**src/rtl/timer_ctrl.sv**
```systemverilog
// Prescaled down-counting timer with start/pause/abort control.
// Define TIMER_CTRL_AUTORELOAD_EN for periodic reload on expiry.
module timer_ctrl #(
    parameter int DIV   = 6,
    parameter int CNT_W = 16
) (
    input  logic             clk,
    input  logic             reset,
    input  logic             start,
    input  logic             stop,
    input  logic             load_valid,
    input  logic [CNT_W-1:0] load_value,
    output logic             load_ready,
    output logic             tick_out,
    output logic             expired,
    output logic             busy,
    output logic [CNT_W-1:0] count
);
    localparam int PSC_W = $clog2(DIV);
    localparam logic [PSC_W-1:0] PSC_MAX = PSC_W'(DIV - 1);

    localparam logic [1:0] S_IDLE  = 2'd0;
    localparam logic [1:0] S_RUN   = 2'd1;
    localparam logic [1:0] S_PAUSE = 2'd2;
    localparam logic [1:0] S_DONE  = 2'd3;

    logic [1:0]       r_state;
    logic [1:0]       w_state_nx;
    logic [PSC_W-1:0] r_psc;
    logic [PSC_W-1:0] w_psc_nx;
    logic [CNT_W-1:0] r_count;
    logic [CNT_W-1:0] w_count_nx;
    logic [CNT_W-1:0] r_reload;
    logic [CNT_W-1:0] w_reload_nx;
    logic             r_tick;
    logic             w_tick_nx;
    logic             r_expired;
    logic             w_expired_nx;
    logic             r_busy;
    logic             r_load_ready;
    logic             w_ready_nx;
    logic             w_load;
    logic             w_go;

    assign w_load = load_valid && r_load_ready;
    // stop always wins over a simultaneous start
    assign w_go   = start && !stop;

    always_comb begin
        w_state_nx   = r_state;
        w_psc_nx     = r_psc;
        w_count_nx   = r_count;
        w_reload_nx  = w_load ? load_value : r_reload;
        w_tick_nx    = 1'b0;
        w_expired_nx = 1'b0;
        case (r_state)
            S_IDLE, S_DONE: begin
                if (w_go && (r_reload != '0)) begin
                    w_state_nx = S_RUN;
                    w_count_nx = r_reload;
                    w_psc_nx   = '0;
                end
            end
            S_RUN: begin
                if (stop) begin
                    w_state_nx = S_PAUSE;
                end else if (r_psc == PSC_MAX) begin
                    w_psc_nx  = '0;
                    w_tick_nx = 1'b1;
                    if (r_count != '0)
                        w_count_nx = r_count - CNT_W'(1);
                    if (r_count == CNT_W'(1)) begin
                        w_expired_nx = 1'b1;
`ifdef TIMER_CTRL_AUTORELOAD_EN
                        // a zero reload cannot start a new period
                        if (r_reload != '0)
                            w_count_nx = r_reload;
                        else
                            w_state_nx = S_DONE;
`else
                        w_state_nx = S_DONE;
`endif
                    end
                end else begin
                    w_psc_nx = r_psc + PSC_W'(1);
                end
            end
            S_PAUSE: begin
                if (stop) begin
                    w_state_nx = S_IDLE;
                    w_count_nx = '0;
                    w_psc_nx   = '0;
                end else if (start) begin
                    w_state_nx = S_RUN;
                end
            end
        endcase
    end

`ifdef TIMER_CTRL_AUTORELOAD_EN
    assign w_ready_nx = (w_state_nx != S_PAUSE);
`else
    assign w_ready_nx = (w_state_nx == S_IDLE) || (w_state_nx == S_DONE);
`endif

    always_ff @(posedge clk) begin
        if (reset) begin
            r_state      <= S_IDLE;
            r_psc        <= '0;
            r_count      <= '0;
            r_reload     <= '0;
            r_tick       <= 1'b0;
            r_expired    <= 1'b0;
            r_busy       <= 1'b0;
            r_load_ready <= 1'b1;
        end else begin
            r_state      <= w_state_nx;
            r_psc        <= w_psc_nx;
            r_count      <= w_count_nx;
            r_reload     <= w_reload_nx;
            r_tick       <= w_tick_nx;
            r_expired    <= w_expired_nx;
            r_busy       <= (w_state_nx == S_RUN) || (w_state_nx == S_PAUSE);
            r_load_ready <= w_ready_nx;
        end
    end

    assign load_ready = r_load_ready;
    assign tick_out   = r_tick;
    assign expired    = r_expired;
    assign busy       = r_busy;
    assign count      = r_count;
endmodule

```
**config.mk**
```make
export PLATFORM = sky130hd
export DESIGN_NAME = timer_ctrl
export DESIGN_NICKNAME = d
export VERILOG_FILES = /design/src/rtl/timer_ctrl.sv
export SDC_FILE = /design/constraint.sdc
export NUM_CORES = 1
export LEC_CHECK = 0
export ABC_AREA = 1
export BUFFER_PORTS_ARGS = -buffer_cell sky130_fd_sc_hd__buf_4
export CORE_ASPECT_RATIO = 0.8
export CORE_MARGIN = 3
export CORE_UTILIZATION = 50
export CTS_CLUSTER_DIAMETER = 100
export DETAILED_ROUTE_END_ITERATION = 8
export PLACE_DENSITY = 0.82
export SETUP_SLACK_MARGIN = 0.02
export SLEW_MARGIN = 20
export SYNTH_ARGS = -nofsm -noshare
export SYNTH_HDL_FRONTEND = slang
export SYNTH_SLANG_ARGS = --single-unit
```
**constraint.sdc**
```tcl
create_clock -name clk -period 1.65 [get_ports clk]
set_input_delay 0.4125 -clock clk [delete_from_list [all_inputs] [get_ports clk]]
set_output_delay 0.4125 -clock clk [all_outputs]
set_load 0.02 [all_outputs]
```
==> results of run 1 <==
power groups by stage:
| stage | clock network (mW) | logic [mW] | registers (mW) |
|---|---|---|---|
| 5_1_grt | 0.900 | 1.95 | 1.26 |
| 3_3_place_gp | 0 | 1.41 | 1.25 |
| 6_report | 0.848 | 1.76 | 1.25 |
| 3_5_place_dp | 0 | 1.45 | 1.26 |
| 4_1_cts | 0.858 | 1.50 | 1.24 |
| 2_1_floorplan | 0 | 0.899 | 1.33 |
state kept, by name, summed over array words and instances, names as in the netlist:
register / count
busy: 1
count: 16
r_reload: 16
load_ready: 1
r_psc: 3
expired: 1
r_state: 2
tick_out: 1
layout by cell type, fill, tap and decap left out:
cell type   netlist  final
a21oi_1          18     14
bufinv_16         0      1
a21oi_2           3      6
o21ai_1           0      1
nand3_2           0      2
nand2_8           0      2
nand2_2           4      8
o21ai_0          35     34
nand3_4           1      4
clkinvlp_4        0      1
o22ai_1           3      3
clkbuf_8          0      6
nand3_1          22     20
buf_4             1     64
inv_1            41     37
buf_6             1      3
nor2_4            1      3
nand2_1          99     92
dfxtp_1          41     36
nor2_2            4      9
nand2_4           0      1
buf_12            0      2
inv_2             0      4
nand4_1           2      2
ha_4              0      4
dfxtp_2           0      5
a21oi_4           0      1
nor2_1           83     76
a211oi_1          2      2
a31oi_1           1      1
stage by stage:
stage	util (%)	power, mW	setup slack [ns]
final	74.4	3.86	0.0286
after detailed placement	65.4	2.70	0.0183
after global placement	65.4	2.66	0.0821
after floorplan	-	2.23	0.0393
after CTS	69.4	3.60	0.0346
after global routing	74.4	4.11	-0.0605
final timing paths:
kind | depth (start not counted) | to | start | slack [ns]
hold / removal | 3 | r_reload[15]$_SDFFE_PP0P_ | load_value[15] | 0.36
setup / recovery | 9 | count[5]$_SDFFE_PP0P_ | r_state[0]$_SDFF_PP0_ | 0.03
setup reg to reg | 9 | count[5]$_SDFFE_PP0P_ | r_state[0]$_SDFF_PP0_ | 0.03
hold reg to reg | 2 | r_reload[1]$_SDFFE_PP0P_ | r_reload[1]$_SDFFE_PP0P_ | 0.50
per-layer routing:
layer / wire [um] / GRT usage, % / vias to the layer above
li1: - / - / 1324
met2: 3090 / 37.7 / 190
met1: 2890 / 33.9 / 1230
met4: 199 / 7.26 / 0
met3: 782 / 4.59 / 27
met5: 0 / 0 / -
cell type report:
cell class                 instances  area (um^2)  share of cell area [%]
sequential                        41          827                    25.8
tap                               57         71.3                    2.22
multi-input combinational        285         1480                    46.1
timing repair buffer              69          554                    17.3
clock buffer                       6         82.6                    2.58
clock inverter                     2         37.5                    1.17
inverter                          41          154                    4.80
worst register-to-register path: stages (launching register included):
cell	delay, ns
dfxtp_2	0.33
inv_1	0.07
ha_4	0.26
nor2_4	0.16
inv_1	0.14
a21oi_1	0.19
o21ai_0	0.17
nand2_1	0.09
nand2_1	0.06
a21oi_2	0.10
cells by family after synthesis:
| kind of cell | count (synthesis) |
|---|---|
| AOI/OAI and AO/OA | 62 |
| DFF | 41 |
| buffers and inverters | 53 |
| and+or+nand+nor | 216 |
| adders and majority gates | 4 |
what timing repair did:
item	in CTS	in global routing
gates resized for setup	4	46
setup endpoints to repair	8	20
buffers inserted	1	1
hold endpoints to repair	0	0
cloned	1	2
pin swaps	2	12
==> impl_metrics.yaml, run 1 <==
outcome:
  status: "complete, no violations"
global_routing:
  grt_pass1_vias: 2323
  grtUsageTotal_pct: 24.3
  grt_max_degree: 20
  antenna_found_initial: 0
  grt_pass1_wl_um: 10300
  overflow: 0
route:
  drtAntennaViolNets: 0
  wl_um: 6960
  drtIter0Drc: 335
  wl_per_cell_um: 13.9
  vias: 2771
  first_pass_iters: 5
  post-route-drc-count: 0
  via_per_inst: 5.53
die:
  rows: 21
  die_w_um: 82.0
  core-area_mm2: 0.00431
  die_y_um: 66.8
  start_util_pct: 53.7
  io_pins: 41
  die_area_mm2: 0.00548
synth:
  synth-compound-area-share_pct: 14.3
  synth-edff-count: 0
  synthAdderAreaFrac_pct: 2.16
  async_flop_share_pct: 0
  yosysSeqAreaShare_pct: 35.5
  synthTopCellsByCount: "99 x nand2_1, 83 x nor2_1, 41 x dfxtp_1, 41 x inv_1, 35 x o21ai_0"
  yosysTopAreaCellShare_pct: 35.5
  synthCells: 376
  synth_warnings: 0
  syn_area_mm2: 0.00231
  synth_top_family_by_area: "simple AND/OR/NAND/NOR gates"
  yosysUniqueCellTypes: 22
  synth_area_leaders: "dfxtp_1 35%, nand2_1 16%, nor2_1 13%"
  synth_fp_nets: 401
  synth-simple-area-share_pct: 38.3
  synth_ff_type: "dfxtp_1"
  ys_ff_latch: 41
  yosysTopAreaCell: "dfxtp_1"
  synthMostInstantiatedCell: "nand2_1"
  synth-xor-area-share_pct: 0
  avgSynthCellArea_um2: 6.15
  synth_mux_area_share_pct: 0
sta:
  tightest_slew_ns: 0.378
  finalSetupViolCount: 0
  rsz0062_at_grt: "yes"
  fin_crit_sh_pct: 98.3
  whs_ns: 0.362
  finalSetupTns_ns: 0
  maxSlewViolCount: 0
  max_freq_ghz: 0.617
  slew_headroom_pct: 74.7
  fin_skew_ns: 0.00523
  post-route-min-period_ns: 1.62
  hold_viol_final: 0
job:
  cap_violations: 0
cells_and_area:
  instances_no_fill: 501
  diodes: 0
  nFillCells: 327
  drive_gt1_share_pct: 28.4
  final_nets: 468
  syn2layout_area_growth_pct: 38.6
  final_area_mm2: 0.00321
placement:
  hpwl_um: 4670
  gp_congestion: 0.898
  placed_cells: 488
  placed_area_mm2: 0.00282
  io_buffer_count: 40
clock_tree:
  cts_tree: "yes"
  clk_latency_ns: 0.29
  root_buffer: "clkbuf_8"
  clockBufferDepth: 2
  clock_sinks: 41
  path_clk_slew_ns: 0.08
  postCtsHoldBufs: 0
  cts_buffers: 5
  htreeDepth: 2
setup_path:
  cp-start-kind: "flip-flop"
  cp_top_family: "compound AO/OA/AOI/OAI gates"
  critPathMaxStageDelay_ns: 0.33
  end_kind: "flip-flop"
  cpMaxStageDelayCell: "dfxtp_2"
  critPathKind: "flip-flop to flip-flop"
  critPathMaxFanout: 5
  arrival_ns: 1.86
  crit_required_ns: 1.89
  crit_buf_inv: 2
  cp_cell_sequence: "inv_1 -> ha_4 -> nor2_4 -> inv_1 -> a21oi_1 -> o21ai_0 -> nand2_1 -> nand2_1 -> a21oi_2"
pwr:
  p_int_mw: 2.30
  p_switching_mw: 1.56
  seq_power_share_pct: 32.3
  pwr-share-comb_pct: 45.7
  leakage_nw: 1.52
  clockPowerShare_pct: 22.0
  pwr_density_cell_mw_per_mm2: 1200
  ir_worst_vdd_mv: 0.720
  switching_share_pct: 40.3
hold_path:
  hold_class: "input pin to flip-flop"
No activity file was read; power rests on OpenSTA's default activity.
==> run 2, diff against run 1 <==
--- a/config.mk
+++ b/config.mk
@@ -12,7 +12,7 @@
 export CORE_UTILIZATION = 50
 export CTS_CLUSTER_DIAMETER = 100
 export DETAILED_ROUTE_END_ITERATION = 8
-export PLACE_DENSITY = 0.82
+export PLACE_DENSITY = 0.8
 export SETUP_SLACK_MARGIN = 0.02
 export SLEW_MARGIN = 20
 export SYNTH_ARGS = -nofsm -noshare
==> constraint.sdc (replaced) <==
create_clock -name clk -period 1.98 [get_ports clk]
set_input_delay 0.495 -clock clk [delete_from_list [all_inputs] [get_ports clk]]
set_output_delay 0.495 -clock clk [all_outputs]
set_load 0.02 [all_outputs]
==> run 2 against run 1 <==
Effect of this change: clock power shrank 18%; routed wire length shrank 19%; highest routed layer unchanged; via count shrank 14%; sequential power shrank 16%; sequential share of layout area grew 3.8 points; sequential cell count is the same.
==> impl_metrics.yaml, run 2 (synthesized netlist as in run 1, its figures left out) <==
setup_path:
  crit_top_cell: "inv_1"
  cp_cell_sequence: "inv_1 -> ha_1 -> inv_1 -> nor2_4 -> inv_1 -> a21oi_1 -> o21ai_0 -> nand2_1 -> nand2_1 -> a21oi_1"
  critPathKind: "flip-flop to flip-flop"
  ff2ff_path_depth: 10
  critPathMaxStageDelay_ns: 0.35
  critPathMaxFanout: 8
  arrival_ns: 2.01
  rrSetupSlack_ns: 0.19
  r2r-end: "count[5]$_SDFFE_PP0P_"
  end_kind: "flip-flop"
  cp-start-kind: "flip-flop"
  r2r_start: "r_state[1]$_SDFF_PP0_"
  crit_required_ns: 2.20
  cpMaxStageDelayCell: "dfxtp_1"
placement:
  hpwl_um: 4270
  placed_area_mm2: 0.00264
  gp_congestion: 0.936
  io_buffer_count: 40
  post-place-ws_ns: 0.137
  placed_cells: 465
global_routing:
  grtUsageTotal_pct: 21.8
  overflow: 0
  grt_pass1_wl_um: 9250
  grt_pass1_vias: 2088
  antenna_found_initial: 0
  grt_max_degree: 25
hold_path:
  whs_path_depth: 2
  hold_start: "reset"
  hold_class: "input pin to flip-flop"
  hold_path_end: "count[6]$_SDFFE_PP0P_"
die:
  die_area_mm2: 0.00548
  core-area_mm2: 0.00431
  die_w_um: 82.0
  start_util_pct: 53.7
  io_pins: 41
  rows: 21
  die_y_um: 66.8
clock_tree:
  root_buffer: "clkbuf_8"
  path_clk_slew_ns: 0.07
  htreeDepth: 2
  cts_tree: "yes"
  clockBufferDepth: 2
  cts_setup_buffers: 0
  clk_latency_ns: 0.29
  cts_buffers: 5
  clock_sinks: 41
pwr:
  p_total_mw: 2.83
  ir_worst_vdd_mv: 0.520
  pwr_density_cell_mw_per_mm2: 1020
  leakage_nw: 1.35
cells_and_area:
  drive_gt1_share_pct: 15.4
  final_nets: 440
  mostFrequentLayoutCells: "99 x nand2_1, 83 x nor2_1, 44 x buf_4"
  instances_no_fill: 473
  nFillCells: 418
  seq_area_um2: 821
  final_area_mm2: 0.00277
  syn2layout_area_growth_pct: 19.8
  final_core_util_pct: 64.3
  diodes: 0
  layout_commonest_cell: "nand2_1"
  multi_input_area_mm2: 0.00128
sta:
  fin_crit_sh_pct: 90.3
  whs_ns: 0.452
  finalSetupTns_ns: 0
  finalSetupViolCount: 0
  tightest_slew_ns: 0.487
  rsz0062_at_grt: "no"
  maxSlewViolCount: 0
  timing.final.ws_setup_ns: 0.192
  fin_skew_ns: 0.00594
  post-route-min-period_ns: 1.79
  hold_viol_final: 0
  max_freq_ghz: 0.559
  slew_headroom_pct: 67.5
job:
  cap_violations: 0
route:
  first_pass_iters: 4
  drtAntennaViolNets: 0
  drtIter0Drc: 254
  wl_um: 5650
  vias: 2393
  post-route-drc-count: 0
  wl_per_cell_um: 11.9
  via_per_inst: 5.06
outcome:
  status: "complete, no violations"
[run 2: worst max-delay path, delay by kind of cell (launching register included)]
family                     cells  cell delay (ns)
buffers and inverters          3             0.38
AOI/OAI and AO/OA              3             0.37
and+or+nand+nor                3             0.36
DFF                            1             0.35
adders and majority gates      1             0.25
[run 2: area by class of cell]
type | instances | share of cell area, %
Inverter | 41 | 5.56
Multi-Input combinational cell | 282 | 46.1
Clock inverter | 1 | 1.08
Clock buffer | 7 | 3.12
Timing Repair Buffer | 44 | 11.9
Tap cell | 57 | 2.58
Sequential cell | 41 | 29.6
[run 2: how the worst max path moves through the flow]
stage / slack [ns] / cells past startpoint / start / to
after floorplan: 0.32 / 11 / count[0]$_SDFFE_PP0P_ / count[6]$_SDFFE_PP0P_
after global placement: 0.21 / 10 / r_state[1]$_SDFF_PP0_ / count[5]$_SDFFE_PP0P_
after detailed placement: 0.14 / 10 / r_state[1]$_SDFF_PP0_ / count[5]$_SDFFE_PP0P_
after CTS: 0.11 / 10 / r_state[1]$_SDFF_PP0_ / count[5]$_SDFFE_PP0P_
after global routing: 0.05 / 11 / count[0]$_SDFFE_PP0P_ / count[15]$_SDFFE_PP0P_
final: 0.19 / 10 / r_state[1]$_SDFF_PP0_ / count[5]$_SDFFE_PP0P_
[run 2: repair_timing]
item                       CTS  global route
setup endpoints to repair    0             6
hold buffers                 0             0
gates resized for setup      0             2
[run 2: report_power, final]
group | internal [mW] | switching (mW) | total, mW | leakage [nW]
clock | 0.411 | 0.282 | 0.693 | 0.0585
combinational | 0.390 | 0.699 | 1.09 | 0.953
sequential | 0.936 | 0.115 | 1.05 | 0.337
total | 1.74 | 1.10 | 2.83 | 1.35
[run 2: layer usage]
metal / track usage, % / vias to the layer above / routed length, um
met1: 29.8 / 1041 / 2760
met2: 34.5 / 86 / 2450
met5: 0 / - / 0
li1: - / 1259 / -
met4: 6.22 / 0 / 57
met3: 4.46 / 7 / 377
